`config.mk`:
```
export PLATFORM = sky130hd
export DESIGN_NAME = mul_div_unit
export DESIGN_NICKNAME = d
export VERILOG_FILES = /design/src/rtl/mul_div_unit.sv
export SDC_FILE = /design/constraint.sdc
export NUM_CORES = 1
export LEC_CHECK = 0
export CAP_MARGIN = 5
export CORE_AREA = 2 2 165 167
export CTS_BUF_LIST = sky130_fd_sc_hd__clkbuf_16
export DETAILED_ROUTE_END_ITERATION = 16
export DIE_AREA = 0 0 167 169
export PLACE_DENSITY = 0.83
export SLEW_MARGIN = 20
export SYNTH_ARGS = -nofsm -noshare
export SYNTH_HDL_FRONTEND = slang
export SYNTH_SLANG_ARGS = --single-unit
```
`constraint.sdc`:
```
create_clock -name clk -period 20 [get_ports clk]
set_clock_uncertainty 0.1 [all_clocks]
set_input_delay 5 -clock clk [delete_from_list [all_inputs] [get_ports clk]]
set_output_delay 5 -clock clk [all_outputs]
set_load 0.1 [all_outputs]
```
`src/rtl/mul_div_unit.sv`:
```
// mul_div_unit: multi-cycle unsigned shift-add multiplier and restoring divider
// with HI/LO result registers. One iteration per clock, WIDTH iterations per op.
module mul_div_unit #(
  parameter int WIDTH = 32
) (
  input  logic             clk,
  input  logic             rst,
  input  logic             mult,
  input  logic             div,
  input  logic [WIDTH-1:0] a,
  input  logic [WIDTH-1:0] b,
  output logic [WIDTH-1:0] hi,
  output logic [WIDTH-1:0] lo,
  output logic             busy,
  output logic             done,
  output logic             dz
);

  localparam int CNT_W = (WIDTH > 1) ? $clog2(WIDTH) : 1;

  typedef enum logic [1:0] {IDLE, MUL, DIV, DONE} state_t;

  state_t                 state_q, state_d;
  logic [CNT_W-1:0]       cnt_q, cnt_d;
  // MUL: shifted multiplicand. DIV: remainder (upper half) : quotient (lower half).
  logic [2*WIDTH-1:0]     opa_q, opa_d;
  // MUL: multiplier shifted right each step. DIV: divisor.
  logic [WIDTH-1:0]       opb_q, opb_d;
  logic [2*WIDTH-1:0]     acc_q, acc_d;
  logic [WIDTH-1:0]       hi_q, hi_d;
  logic [WIDTH-1:0]       lo_q, lo_d;
  logic                   dz_q, dz_d;

  logic                   accept;
  logic                   last;
  logic [2*WIDTH-1:0]     acc_nx;
  logic [2*WIDTH-1:0]     pair_nx;
  logic [WIDTH:0]         trial;

  // State, counter, operand and result registers; reset clears everything.
  always_ff @(posedge clk or posedge rst) begin
    if (rst) begin
      state_q <= IDLE;
      cnt_q   <= '0;
      opa_q   <= '0;
      opb_q   <= '0;
      acc_q   <= '0;
      hi_q    <= '0;
      lo_q    <= '0;
      dz_q    <= 1'b0;
    end else begin
      state_q <= state_d;
      cnt_q   <= cnt_d;
      opa_q   <= opa_d;
      opb_q   <= opb_d;
      acc_q   <= acc_d;
      hi_q    <= hi_d;
      lo_q    <= lo_d;
      dz_q    <= dz_d;
    end
  end

  // One multiply step and one restoring-divide step, computed every cycle.
  always_comb begin
    acc_nx  = acc_q;
    pair_nx = '0;
    trial   = '0;
    if (opb_q[0]) acc_nx = acc_q + opa_q;
    // Shifted remainder needs WIDTH+1 bits: the bit shifted out of the top matters.
    trial = opa_q[2*WIDTH-1:WIDTH-1] - {1'b0, opb_q};
    if (!trial[WIDTH]) pair_nx = {trial[WIDTH-1:0], opa_q[WIDTH-2:0], 1'b1};
    else               pair_nx = {opa_q[2*WIDTH-2:0], 1'b0};
  end

  // Next-state and datapath control; strobes are only honoured in IDLE or DONE.
  always_comb begin
    state_d = state_q;
    cnt_d   = cnt_q;
    opa_d   = opa_q;
    opb_d   = opb_q;
    acc_d   = acc_q;
    hi_d    = hi_q;
    lo_d    = lo_q;
    dz_d    = dz_q;
    accept  = ((state_q == IDLE) || (state_q == DONE)) && (mult || div);
    last    = (cnt_q == CNT_W'(WIDTH - 1));
    case (state_q)
      MUL: begin
        acc_d = acc_nx;
        opa_d = {opa_q[2*WIDTH-2:0], 1'b0};
        opb_d = {1'b0, opb_q[WIDTH-1:1]};
        cnt_d = cnt_q + 1'b1;
        if (last) begin
          hi_d    = acc_nx[2*WIDTH-1:WIDTH];
          lo_d    = acc_nx[WIDTH-1:0];
          state_d = DONE;
        end
      end
      DIV: begin
        opa_d = pair_nx;
        cnt_d = cnt_q + 1'b1;
        if (last) begin
          hi_d    = pair_nx[2*WIDTH-1:WIDTH];
          lo_d    = pair_nx[WIDTH-1:0];
          dz_d    = (opb_q == '0);
          state_d = DONE;
        end
      end
      DONE:    state_d = IDLE;
      default: state_d = IDLE;
    endcase
    if (accept) begin
      // Both operand slots start from the raw inputs; mult has priority over div.
      opa_d   = {{WIDTH{1'b0}}, a};
      opb_d   = b;
      acc_d   = '0;
      cnt_d   = '0;
      dz_d    = 1'b0;
      state_d = mult ? MUL : DIV;
    end
  end

  assign hi   = hi_q;
  assign lo   = lo_q;
  assign dz   = dz_q;
  assign busy = (state_q == MUL) || (state_q == DIV);
  assign done = (state_q == DONE);

endmodule

```
==> metrics.txt <==
Power Dens Cells=185 nW/um2; drt via density=6.43; top post-synthesis cells by count=252 x a21oi_1, 232 x dfrtp_1, 227 x nor2_1; drt wl/cell=19.9 um; number of gates resized after CTS=0; final WL=47800 um; mean post-synth cell area=8.43 um2; CP startpoint kind=register; DR vias=15500; vias in the first global route=14700; Post-CTS Setup Bufs=0; Warnings, synthesis=0; kind of critical path=reg -> out; EDFF count, synth=0; initial antenna violation count=1; M2 GR Usage=0.511; CP max FO=12; final setup margin=12170 ps; Syn Inst Count=2003; remaining antenna violation count after routing=0; hold_buf cts=0; final hold violations=0; Buffers on Ports=134; Slew HR=0.239; actual slew at the worst max-slew pin=1140 ps; min-delay worst type=reg -> reg; die height=169 um; Syn Nets=2173; layer with the highest usage=met2; Area contributors post-synth=dfrtp_1 34%, mux2i_1 8.2%, a21oi_1 7.5%; DIE WIDTH=167 um; layout cell share with drive strength beyond 1=0.0504; clk_lat worst skew=540 ps; post-synth top area share=0.344; met3 usage=0.0676; CTS HTree Levels=1; initial DRC count=1427; Setup Viol. Count Final=0; cell area after synthesis=16900 um2; DRT Pass-1 Iters=6; CTS buffer count=26; worst hold slack=377 ps; Layout fillers=2071; met1 Usage GRT=0.488; Worst Setup End Kind=output port; Clock Sinks=232; largest family of logic cells by synthesized area=compound AO/OA/AOI/OAI gates; Root Driver=clkbuf_16; Req. time, crit path=14900 ps; Worst Path Arrival=2730 ps; Setup WS pre-CTS=12530 ps; Seq cells post-synth=232; final max-slew violation count=0; Placer Congestion=0.997; Top FF cell, synth=dfrtp_1; RSZ-0062 raised after global routing=no; most frequent cell after synthesis=a21oi_1; Distinct cells, synth=86; initial core utilization=0.637; ys async rst share=1.00; Post-Route Setup TNS=0 ps; CTS tree=done; DRC Markers=0; pin count of the biggest net entering global routing=88; Area Overhead vs Synth=13.7%; Leak=0.00860 uW; Antenna diodes=0; period utilisation layout=0.391; Synth Area in Compound Gates=0.248; post-DP HPWL=33800 um; post-synthesis sequential area ratio=0.344; row count=60; status=finished clean; Adder-Cell Fraction of Synth Area=0.0765; Max Freq=128 MHz; Die Footprint=28200 um2; CTS max path bufs=3; core box area=26500 um2; min Tclk post-route=7830 ps; GRT Resource Usage Total=0.333; Synth Area in XOR/XNOR=0.0461; nets=2218; post-synthesis mux area share=0.0892; Worst-path clk slew=60 ps; simple-gate portion of the synthesized area=0.149; peak supply drop=0.305 mV; first-pass GRT wire length=77000 um; Yosys top cell by area=dfrtp_1; I/O pins=135; total gr overflow=0; maxcap violations=0
==> cell families (layout without fill, tap and decap cells) <==
group,Yosys count,in the layout
compound gates,664,664
xor+xnor,88,88
fa+ha+maj,102,102
buf+inv,200,262
flops,232,232
mux,149,149
simple gates,568,568
==> where the power goes <==
group | switching [uW] | total, uW | leakage, uW | internal [uW]
logic | 1400 | 2230 | 0.00517 | 830
clock network | 200 | 507 | 0.000450 | 307
registers | 197 | 815 | 0.00298 | 618
total | 1800 | 3550 | 0.00860 | 1760
==> cell type report <==
class,instances,area (um2),area share
clock buffers,27,676,0.0352
inverters,66,255,0.0133
multi-input cells,1571,10300,0.539
well taps,341,427,0.0222
clock inverters,18,216,0.0113
repair buffers,151,1470,0.0767
flip-flops and latches,232,5810,0.303
==> per-layer routing <==
metal / up-vias / part of all wire
met5: - / 0
li1: 7391 / -
met3: 71 / 0.089
met2: 628 / 0.44
met4: 0 / 0.020
met1: 7381 / 0.45
==> worst max-delay path, cell delays in order (launching register included) <==
cell	delay [ps]
dfrtp_1	450
inv_1	110
ha_4	300
inv_1	160
clkdlybuf4s50_1	1170
==> metrics by stage <==
| step | power (uW) | instances | instance area (um2) | util |
|---|---|---|---|---|
| after floorplan | 2480 | 2003 | 16900 | - |
| after global placement | 2920 | 2361 | 18300 | 0.691 |
| after detailed placement | 2980 | 2361 | 18300 | 0.691 |
| after CTS | 3510 | 2406 | 19200 | 0.725 |
| after global routing | 3810 | 2406 | 19200 | 0.725 |
| final | 3550 | 2406 | 19200 | 0.725 |
==> layout by cell type (no fill, tap or decap), types with 5 or more instances in the layout <==
cell type	Yosys	final
or3_1	5	5
nand4_1	31	31
o211ai_1	12	12
mux2i_1	138	138
inv_1	65	68
nand2b_1	5	5
bufinv_16	0	5
nand3_1	25	25
ha_1	100	98
o21a_1	15	15
dfrtp_1	232	231
xnor2_1	49	49
a221oi_1	7	7
o21ai_0	109	109
nand2_1	182	182
nor2b_1	17	16
clkbuf_16	0	27
and3_1	13	13
xor2_1	38	37
o31ai_1	16	16
and2_1	7	7
nor3_1	27	27
clkdlybuf4s50_1	0	134
o21bai_1	21	21
a211oi_1	96	96
a21o_1	44	44
a21oi_1	252	252
nor4_1	12	12
nor2_1	227	225
o22ai_1	11	11
mux2_2	11	11
a31oi_1	14	14
buf_4	4	16
==> flip-flops by register name, indices dropped and copies added (netlist names) <==
register  count
cnt_q         5
dz            1
opa_q        64
state_q       2
lo           32
hi           32
opb_q        32
acc_q        64
==> path summary, 6_finish.rpt <==
| check | startpoint | end | slack, ps | depth (start not counted) |
|---|---|---|---|---|
| worst min-delay path | lo[26] | lo[26] | 380 | 2 |
| min in group asynchronous | rst | opb_q[30] | 4830 | 2 |
| worst max register to register | opb_q[0] | hi[4] | 15010 | 14 |
| max in group asynchronous | rst | opb_q[0] | 13540 | 3 |
| worst max-delay path | state_q[0] | busy | 12170 | 4 |
| worst min register to register | lo[26] | lo[26] | 380 | 2 |
Note: power is estimated with default switching activity, not from simulation.
